File: src/rtl/approx_adder_pipe.sv
// approx_adder_pipe: pipelined WIDTH-bit ripple adder with optional approximate
// low-order cells (carry-out = a&b) selected per transaction by mode.
// The carry chain is cut into STAGES register segments behind a single
// valid/ready handshake with a global advance enable (bubbles are kept).
// Optional feature macro: APPROX_ERR_STAT_EN adds an exact reference path,
// err_clr / err_count ports and a saturating mismatch counter.
module approx_adder_pipe #(
    parameter int WIDTH       = 8,
    parameter int APPROX_BITS = 4,
    parameter int STAGES      = 2
) (
    input  logic             clk,
    input  logic             rst,
    input  logic             in_valid,
    output logic             in_ready,
    input  logic [WIDTH-1:0] a,
    input  logic [WIDTH-1:0] b,
    input  logic             cin,
    input  logic             mode,
    output logic             out_valid,
    input  logic             out_ready,
    output logic [WIDTH-1:0] sum,
    output logic             cout
`ifdef APPROX_ERR_STAT_EN
    ,
    input  logic             err_clr,
    output logic [15:0]      err_count
`endif
);

    // Bits per segment; trailing segments may be short or even empty.
    localparam int SEG  = (WIDTH + STAGES - 1) / STAGES;
    localparam int LAST = STAGES - 1;

    // Per-stage pipeline registers. Operands travel in full so later
    // segments can consume their slice; sum holds the bits resolved so far.
    logic             valid_q [STAGES];
    logic             valid_d [STAGES];
    logic [WIDTH-1:0] a_q     [STAGES];
    logic [WIDTH-1:0] a_d     [STAGES];
    logic [WIDTH-1:0] b_q     [STAGES];
    logic [WIDTH-1:0] b_d     [STAGES];
    logic             mode_q  [STAGES];
    logic             mode_d  [STAGES];
    logic             carry_q [STAGES];
    logic             carry_d [STAGES];
    logic [WIDTH-1:0] sum_q   [STAGES];
    logic [WIDTH-1:0] sum_d   [STAGES];
`ifdef APPROX_ERR_STAT_EN
    logic             ref_carry_q [STAGES];
    logic             ref_carry_d [STAGES];
    logic [WIDTH-1:0] ref_sum_q   [STAGES];
    logic [WIDTH-1:0] ref_sum_d   [STAGES];
`endif

    // Whole pipeline moves together whenever the output slot is free or drains.
    logic adv;

    assign adv       = out_ready | ~valid_q[LAST];
    assign in_ready  = adv;
    assign out_valid = valid_q[LAST];
    assign sum       = sum_q[LAST];
    assign cout      = carry_q[LAST];

    for (genvar gi = 0; gi < STAGES; gi++) begin : g_stage
        localparam int LO = gi * SEG;
        localparam int HI = ((gi + 1) * SEG < WIDTH) ? (gi + 1) * SEG : WIDTH;

        logic             src_valid;
        logic             src_mode;
        logic             src_carry;
        logic [WIDTH-1:0] src_a;
        logic [WIDTH-1:0] src_b;
        logic [WIDTH-1:0] src_sum;
        logic             seg_carry;
        logic [WIDTH-1:0] seg_sum;
`ifdef APPROX_ERR_STAT_EN
        logic             src_ref_carry;
        logic [WIDTH-1:0] src_ref_sum;
        logic             ref_seg_carry;
        logic [WIDTH-1:0] ref_seg_sum;
`endif

        if (gi == 0) begin : g_src_in
            assign src_valid = in_valid;
            assign src_mode  = mode;
            assign src_carry = cin;
            assign src_a     = a;
            assign src_b     = b;
            assign src_sum   = '0;
`ifdef APPROX_ERR_STAT_EN
            assign src_ref_carry = cin;
            assign src_ref_sum   = '0;
`endif
        end else begin : g_src_prev
            assign src_valid = valid_q[gi-1];
            assign src_mode  = mode_q[gi-1];
            assign src_carry = carry_q[gi-1];
            assign src_a     = a_q[gi-1];
            assign src_b     = b_q[gi-1];
            assign src_sum   = sum_q[gi-1];
`ifdef APPROX_ERR_STAT_EN
            assign src_ref_carry = ref_carry_q[gi-1];
            assign src_ref_sum   = ref_sum_q[gi-1];
`endif
        end

        // Ripple this segment's bits; approximate cells drop the carry-in term.
        always_comb begin
            seg_carry = src_carry;
            seg_sum   = src_sum;
            for (int i = 0; i < WIDTH; i++) begin
                if ((i >= LO) && (i < HI)) begin
                    seg_sum[i] = src_a[i] ^ src_b[i] ^ seg_carry;
                    if (src_mode && (i < APPROX_BITS)) begin
                        seg_carry = src_a[i] & src_b[i];
                    end else begin
                        seg_carry = (src_a[i] & src_b[i]) |
                                    (src_a[i] & seg_carry) |
                                    (src_b[i] & seg_carry);
                    end
                end
            end
        end

`ifdef APPROX_ERR_STAT_EN
        // Exact reference ripple over the same segment, used only for statistics.
        always_comb begin
            ref_seg_carry = src_ref_carry;
            ref_seg_sum   = src_ref_sum;
            for (int i = 0; i < WIDTH; i++) begin
                if ((i >= LO) && (i < HI)) begin
                    ref_seg_sum[i] = src_a[i] ^ src_b[i] ^ ref_seg_carry;
                    ref_seg_carry  = (src_a[i] & src_b[i]) |
                                     (src_a[i] & ref_seg_carry) |
                                     (src_b[i] & ref_seg_carry);
                end
            end
        end
`endif

        // Shift the stage forward on advance, otherwise hold everything.
        always_comb begin
            valid_d[gi] = valid_q[gi];
            a_d[gi]     = a_q[gi];
            b_d[gi]     = b_q[gi];
            mode_d[gi]  = mode_q[gi];
            carry_d[gi] = carry_q[gi];
            sum_d[gi]   = sum_q[gi];
`ifdef APPROX_ERR_STAT_EN
            ref_carry_d[gi] = ref_carry_q[gi];
            ref_sum_d[gi]   = ref_sum_q[gi];
`endif
            if (adv) begin
                valid_d[gi] = src_valid;
                a_d[gi]     = src_a;
                b_d[gi]     = src_b;
                mode_d[gi]  = src_mode;
                carry_d[gi] = seg_carry;
                sum_d[gi]   = seg_sum;
`ifdef APPROX_ERR_STAT_EN
                ref_carry_d[gi] = ref_seg_carry;
                ref_sum_d[gi]   = ref_seg_sum;
`endif
            end
        end
    end

    // Stage registers; reset discards all in-flight tokens and zeroes the output.
    always_ff @(posedge clk or posedge rst) begin
        if (rst) begin
            for (int k = 0; k < STAGES; k++) begin
                valid_q[k] <= 1'b0;
                a_q[k]     <= '0;
                b_q[k]     <= '0;
                mode_q[k]  <= 1'b0;
                carry_q[k] <= 1'b0;
                sum_q[k]   <= '0;
`ifdef APPROX_ERR_STAT_EN
                ref_carry_q[k] <= 1'b0;
                ref_sum_q[k]   <= '0;
`endif
            end
        end else begin
            for (int k = 0; k < STAGES; k++) begin
                valid_q[k] <= valid_d[k];
                a_q[k]     <= a_d[k];
                b_q[k]     <= b_d[k];
                mode_q[k]  <= mode_d[k];
                carry_q[k] <= carry_d[k];
                sum_q[k]   <= sum_d[k];
`ifdef APPROX_ERR_STAT_EN
                ref_carry_q[k] <= ref_carry_d[k];
                ref_sum_q[k]   <= ref_sum_d[k];
`endif
            end
        end
    end

`ifdef APPROX_ERR_STAT_EN
    logic [15:0] err_count_q;
    logic [15:0] err_count_d;
    logic        out_xfer;
    logic        mismatch;

    // Count delivered results that differ from the exact answer; clear dominates.
    always_comb begin
        out_xfer    = valid_q[LAST] & out_ready;
        mismatch    = {carry_q[LAST], sum_q[LAST]} != {ref_carry_q[LAST], ref_sum_q[LAST]};
        err_count_d = err_count_q;
        if (err_clr) begin
            err_count_d = '0;
        end else if (out_xfer && mismatch && (err_count_q != 16'hFFFF)) begin
            err_count_d = err_count_q + 16'd1;
        end
    end

    // Mismatch counter register.
    always_ff @(posedge clk or posedge rst) begin
        if (rst) begin
            err_count_q <= '0;
        end else begin
            err_count_q <= err_count_d;
        end
    end

    assign err_count = err_count_q;
`endif

endmodule

File: config.mk
export PLATFORM = sky130hd
export DESIGN_NAME = approx_adder_pipe
export DESIGN_NICKNAME = d
export VERILOG_FILES = /design/src/rtl/approx_adder_pipe.sv
export SDC_FILE = /design/constraint.sdc
export NUM_CORES = 1
export LEC_CHECK = 0
export BUFFER_PORTS_ARGS = -buffer_cell sky130_fd_sc_hd__buf_2
export CELL_PAD_IN_SITES_DETAIL_PLACEMENT = 1
export CELL_PAD_IN_SITES_GLOBAL_PLACEMENT = 2
export CORE_AREA = 3 3 68 70
export DETAILED_ROUTE_END_ITERATION = 10
export DIE_AREA = 0 0 71 73
export GPL_ROUTABILITY_DRIVEN = 0
export PLACE_DENSITY = 0.73
export SLEW_MARGIN = 20
export SYNTH_ARGS = -nofsm -noshare
export SYNTH_HDL_FRONTEND = slang
export SYNTH_SLANG_ARGS = --single-unit
File: constraint.sdc
create_clock -name clk -period 2.1 [get_ports clk]
set_input_delay 0.105 -clock clk [delete_from_list [all_inputs] [get_ports clk]]
set_output_delay 0.105 -clock clk [all_outputs]
set_load 0.01 [all_outputs]
==> results.md, run 1 <==
- Clk buf depth: 2
- Critical path type: reg2reg
- Placed instance area: approximately 1500 um2
- Floorplan core area: ~4000 um2
- Clock Skew: 0.00344 ns
- Vias per cell: around 4.5
- Simple-gate share of the synthesized area: 5.63%
- Avg Cell Area, Syn: about 14 um2
- Total power: 0.00137 W
- Fmax: between 0.4 and 0.5 GHz
- First-pass GRT wire length: 4.17 mm
- Adder-Cell Fraction of Synth Area: between 15 and 20%
- RSZ-0062 raised after global routing: true
- Via count: roughly 790
- Tcrit/Tclk final: 98.8%
- Cells after synthesis: 89
- Sequential-to-total area share from yosys stat: a little under half
- Tmin final: ~2.1 ns
- Least-Margin Pin Slew: just under 0.9 ns
- Mux cell area share after synthesis: around a fifth
- Top cells by area, synth: dfrtp_1, mux2_4, fa_1
- Root Buffer Master: clkbuf_8
- Worst skew pair latency: 0.26 ns
- Critical path buffer and inverter count: 3
- Top delay family on crit path: adder cells
- CTS tree: done
- Row count: 23
- Reg2Reg Capture Point: sum[7]$_DFFE_PP0P_
- CP max stage delay: ~0.43 ns
- WP data required: 2.30 ns
- Post-synth top area cell: dfrtp_1
- Status: completed
- Arrival time at the worst endpoint: between 2 and 2.5 ns
- R2r setup slk: about 0.024 ns
- Initial antenna violation count: 0
- Critical path's slowest cell: fa_1
- Max IR drop VDD: 0.249 mV
- First-pass detailed-route iteration total: 3
- Pwr Density: ~900 nW/um2
- Worst hold path type: in2async
- Fin nets: 161
- YS warnings: 0
- Clock Sinks: 24
- Buffers added on ports: 32
- Chip height: roughly 73 um
- Estimated wirelength of the detail-placed design: roughly 1.9 mm
- Fin area: about 1600 um2
- CTS buffer count: 3
- Worst-path clk slew: around 0.080 ns
- TNS Setup: 0 ns
- Final ANT Viol Nets: 0
- Mapped cell area: 1270 um2
- Syn_nets: between 100 and 150
- Leakage: 0.764 nW
- Area Growth Syn to Fin: 23.4%
- Total Routing Usage GR: about a tenth
- Number of global-route vias before repair: roughly 920
- Maxcap violations: 0
- PnR worst setup slack: approximately 0.024 ns
- Register bit count reported by yosys: 24
- Hold Vio Cnt, Final: 0
- N_diodes: 0
- Startpoint types: register
- CTS Hold Buffers Added: 0
- DIE AREA: roughly 5200 um2
- Final setup fails: 0
- Die width: between 70 and 80 um
- # IOs: 33
- Layout cells sized above 1: between 50 and 60%
- Peak fanout along the critical path: 2
- Reg2Reg Depth: 8
- Count of different cell masters after synthesis: 16
- Largest net degree at the start of global routing: 25
- CP cell instances: inv_2, fa_1, inv_1, fa_2, fa_2, inv_2, fa_1, a21oi_2
- Gr ovfl total: 0
- Compound-Gate Fraction of Synth Area: 2.86%
- Final Core Density: about two fifths
- Post-route DRC: 0
- Slew HR: 40.7%
- Reg-to-Reg Start: g_stage[1].src_carry$_DFFE_PP0P_
- Max H-tree Level: 1
- Post-synthesis xor/xnor area fraction: 0%
- Max Slew Vio Count: 0
- Post-place setup slack: -0.285 ns
- Initial Util: 31.5%
- Initial DRC Count: 15
- Routed WL per cell: between 10 and 15 um
- WL final: 2.43 mm
- Worst setup EP type: register
- Top cell type's share of synthesized area: between 40% and 50%
- Main combinational cell family by area after synthesis: multiplexers
cell type report:
cell class	instances	area, um2
Fill cell	460	2460
Timing Repair Buffer	36	190
Tap cell	50	62.6
Multi-Input combinational cell	49	607
Clock buffer	4	55.1
Sequential cell	24	601
Inverter	13	48.8
per-layer routing:
metal	vias to the layer above	wire [um]	global-route usage, %
met1	398	994	11.2
met2	26	1250	18.5
met4	0	24	3.76
met3	4	163	3.03
met5	-	0	0
li1	361	-	-
synthesized netlist by cell type (all sizes together):
cell,number
a21oi,5
a31oi,1
buf,3
dfrtp,24
fa,8
ha,4
inv,13
mux2,18
mux2i,1
nand2,2
nand2b,2
nor3b,6
o21ai,1
or2,1
repair_timing:
item | 4_1_cts | 5_1_grt
pin swaps | 1 | 5
setup endpoints to repair | 2 | 3
resized for setup | 4 | 8
buffers inserted | 0 | 1
worst max path at each step:
stage                                      from                               end  slack (ns)  cells after the start
3_5_place_dp                               a[0]  g_stage[1].src_carry$_DFFE_PP0P_       -0.29                     11
3_3_place_gp                               a[0]  g_stage[1].src_carry$_DFFE_PP0P_       -0.19                     11
6_report       g_stage[1].src_carry$_DFFE_PP0P_                sum[7]$_DFFE_PP0P_        0.02                      8
4_1_cts         g_stage[1].src_a[4]$_DFFE_PP0P_                sum[7]$_DFFE_PP0P_       -0.02                      8
2_1_floorplan                              a[0]  g_stage[1].src_carry$_DFFE_PP0P_       -0.02                     10
5_1_grt         g_stage[1].src_b[4]$_DFFE_PP0P_                sum[7]$_DFFE_PP0P_       -0.08                      8
placed cells by master (no fill, tap or decap):
cell type  count
a21oi_1        3
a21oi_2        2
a31oi_1        1
buf_2         32
buf_4          4
clkbuf_8       4
dfrtp_1       24
fa_1           3
fa_2           5
ha_1           4
inv_1          8
inv_2          5
mux2_2         5
mux2_4        13
mux2i_2        1
nand2_1        2
nand2b_1       2
nor3b_1        6
o21ai_2        1
or2_2          1
state kept, by name (all words and copies together), names as in the netlist:
| signal | flops |
|---|---|
| g_stage.src_a | 4 |
| g_stage.src_valid | 1 |
| cout | 1 |
| g_stage.src_b | 4 |
| sum | 8 |
| out_valid | 1 |
| g_stage.src_carry | 1 |
| g_stage.src_sum | 4 |
worst reg2reg max path: stages (launching register included):
cell,delay [ns]
dfrtp_1,0.40
inv_2,0.06
fa_1,0.16
inv_1,0.06
fa_2,0.35
fa_2,0.35
inv_2,0.06
fa_1,0.43
a21oi_2,0.13
kinds of logic after synthesis:
family | Yosys count
adder cells (fa/ha/maj) | 12
AO/OA/AOI/OAI | 7
buffers and inverters | 16
multiplexers | 19
AND/OR/NAND/NOR | 11
flip-flops | 24
per-stage QoR:
stage	hold slack, ns	std cells
final	0.0182	176
after global routing	0.0555	176
after CTS	0.0636	175
after detailed placement	0.342	171
after global placement	0.332	171
after floorplan	0.120	89
power by group:
| part | leakage (nW) | switching, W | internal [W] |
|---|---|---|---|
| Clock | 0.0288 | 0.000138 | 0.000167 |
| Sequential | 0.276 | 0.0000672 | 0.000572 |
| Combinational | 0.459 | 0.000191 | 0.000238 |
Note: power is estimated with default switching activity, not from simulation.
==> run 2, diff against run 1 <==
--- a/config.mk
+++ b/config.mk
@@ -12,7 +12,7 @@
 export DETAILED_ROUTE_END_ITERATION = 10
 export DIE_AREA = 0 0 71 73
 export GPL_ROUTABILITY_DRIVEN = 0
-export PLACE_DENSITY = 0.73
+export PLACE_DENSITY_LB_ADDON = 0.1
 export SLEW_MARGIN = 20
 export SYNTH_ARGS = -nofsm -noshare
 export SYNTH_HDL_FRONTEND = slang
==> run 2 against run 1 <==
Against the previous run: hold slack improved by 0.054 ns; non-clock buffer count grew 3; die area is the same; global-route usage rose by 0.15 points; cell area increased by 0.88%; register-to-register slack worse by 0.02 ns; critical path type unchanged; combinational power about the same; largest power group unchanged; sequential power hardly changed; clock skew decreased by 0.0011 ns; via count grew 0.51%; clock power shrank 15%; power shrank 3.3%.
==> results.md, run 2 (synthesis gave the netlist of run 1 again) <==
- Most frequent cells in the layout: buf_2, dfrtp_1, mux2_4, inv_1
- Gr ovfl total: 0 (unchanged)
- Buffers added on ports: 32 (unchanged)
- Tmin final: 2.09 ns (+0.0158 ns)
- Initial antenna violation count: 0 (unchanged)
- Final Non-Filler Cells: 178 (+1.1%)
- DIE AREA: 5180 um2 (unchanged)
- Max Slew Vio Count: 0 (unchanged)
- Max IR drop VDD: 0.211 mV (-15%)
- CTS tree: done
- Least-Margin Pin Slew: 0.313 ns (-0.576 ns)
- Total Routing Usage GR: 10.4% (+0.15 points)
- Final ANT Viol Nets: 0 (unchanged)
- Worst-path clk slew: 0.08 ns (about the same)
- Multi-input logic area: 609 um2 (+0.41%)
- Fmax: 0.478 GHz (-0.75%)
- Via count: 793 (+0.51%)
- Final setup fails: 0 (unchanged)
- Arrival time at the worst endpoint: 2.28 ns (about the same)
- Int Pwr: 0.000945 W (-3.3%)
- Seq pwr share: 48.1% (+1.5 points)
- Clock Sinks: 24 (unchanged)
- Final Core Density: 39.2% (+0.34 points)
- Fill cells: 455 (-1.1%)
- Total power: 0.00133 W (-3.3%)
- CP cell instances: inv_2, fa_2, inv_2, fa_2, fa_2, inv_2, fa_1, a21oi_2
- WL final: 2.32 mm (-4.5%)
- Vias per cell: 4.46 (-0.62%)
- Initial DRC Count: 10 (-5)
- Worst hold path type: in2reg
- Fin nets: 164 (+1.9%)
- CTS buffer count: 3 (unchanged)
- First-pass GRT wire length: 4.28 mm (+2.5%)
- Clock share of power: 19.5% (-2.7 points)
- RSZ-0062 raised after global routing: true
- Row count: 23 (unchanged)
- Critical path's slowest cell: fa_1
- Floorplan core area: 4030 um2 (unchanged)
- Startpoint types: register
- Hold Vio Cnt, Final: 0 (unchanged)
- Layout cells sized above 1: 58.6% (+0.66 points)
- Max H-tree Level: 1 (unchanged)
- Sequential cell area: 601 um2 (unchanged)
- Peak fanout along the critical path: 2 (unchanged)
- Leakage: 0.770 nW (+0.77%)
- Gate power share: 32.4% (+1.1 points)
- Post-route DRC: 0 (unchanged)
- Slew HR: 79.2% (+38 points)
- Placed insts: 172 (+0.58%)
- Number of global-route vias before repair: 927 (+0.65%)
- Largest net degree at the start of global routing: 25 (unchanged)
- Clk buf depth: 2 (unchanged)
- Worst setup EP type: register
- Critical path type: reg2reg
- Chip height: 73 um (unchanged)
- Routed WL per cell: 13.0 um (-5.6%)
- First-pass detailed-route iteration total: 2 (-1)
- Critical path buffer and inverter count: 3 (unchanged)
- Clock Skew: 0.00231 ns (-0.00113 ns)
- Largest register FFs: 8 (unchanged)
- Tcrit/Tclk final: 99.6% (+0.75 points)
- CP max stage delay: 0.43 ns (about the same)
- Maxcap violations: 0 (unchanged)
- Worst skew pair latency: 0.26 ns (about the same)
- Area Growth Syn to Fin: 24.5%
- WP data required: 2.29 ns (about the same)
- Most common cell after layout, fill and taps aside: buf_2
- Status: completed
- Pwr Density: 842 nW/um2 (-4.1%)
- Estimated wirelength of the detail-placed design: 1.80 mm (-6.2%)
- N_diodes: 0 (unchanged)
- Die width: 71 um (unchanged)
- Net Switching: 0.000383 W (-3.2%)
- Initial Util: 31.5% (unchanged)
- Root Buffer Master: clkbuf_8
- Sw Ratio: 28.9% (+0.031 points)
- # IOs: 33 (unchanged)
- Top delay family on crit path: adder cells
## run 2: worst reg2reg max path, delay by kind of cell (launching register included)
| family | cells | cell delay [ns] |
|---|---|---|
| buf+inv | 3 | 0.17 |
| compound gates | 1 | 0.13 |
| flops | 1 | 0.40 |
| fa+ha+maj | 4 | 1.33 |
## run 2: cell type report
class,count,share of cell area [%]
Sequential cell,24,38.1
Tap cell,50,3.97
Inverter,13,3.09
Clock buffer,3,2.62
Timing Repair Buffer,39,13.6
Multi-Input combinational cell,49,38.6
## run 2: power by group through the flow
stage                     combinational (W)  clock (W)  sequential (W)
final                              0.000430   0.000259        0.000638
after global routing               0.000485   0.000295        0.000655
after CTS                          0.000429   0.000279        0.000640
after detailed placement           0.000413          0        0.000647
after global placement             0.000402          0        0.000642
after floorplan                    0.000239          0        0.000668
## run 2: worst paths after layout
path | startpoint | end | slack, ns | depth (start not counted)
worst max-delay path | g_stage[1].src_b[4]$_DFFE_PP0P_ | sum[7]$_DFFE_PP0P_ | 0.009 | 8
worst min-delay path | a[7] | g_stage[1].src_a[7]$_DFFE_PP0P_ | 0.07 | 2
worst max register to register | g_stage[1].src_b[4]$_DFFE_PP0P_ | sum[7]$_DFFE_PP0P_ | 0.009 | 8
worst min register to register | g_stage[1].src_valid$_DFFE_PP0P_ | out_valid$_DFFE_PP0P_ | 0.47 | 1
max in group asynchronous | rst | g_stage[1].src_sum[3]$_DFFE_PP0P_ | 1.43 | 4
min in group asynchronous | rst | g_stage[1].src_b[7]$_DFFE_PP0P_ | 0.43 | 4
## run 2: through the flow
| step | cell area [um2] | setup WS (ns) | TNS (ns) | hold slack [ns] |
|---|---|---|---|---|
| 2_1_floorplan | 1280 | -0.0228 | -0.0348 | 0.120 |
| 3_3_place_gp | 1490 | -0.196 | -0.422 | 0.166 |
| 3_5_place_dp | 1490 | -0.280 | -0.612 | 0.172 |
| 4_1_cts | 1550 | -0.0538 | -0.0538 | 0.0611 |
| 5_1_grt | 1580 | -0.0803 | -0.0916 | 0.0702 |
| 6_report | 1580 | 0.00858 | 0 | 0.0725 |
## run 2: repair_timing
item / 4_1_cts / 5_1_grt
buffers inserted: 0 / 2
setup endpoints to repair: 2 / 3
gates cloned: 0 / 0
gates resized for setup: 8 / 5
hold endpoints to repair: 24 / 0
hold buffers: 1 / 0
pin swaps: 3 / 7
## run 2: layer usage
layer  up-vias  GRT usage [%]  share of wire (%)
met3         5           2.20                6.3
met4         0           3.76                1.7
met2        25           17.7                 50
met1       400           12.9                 41
li1        363              -                  -
met5         -              0                  0
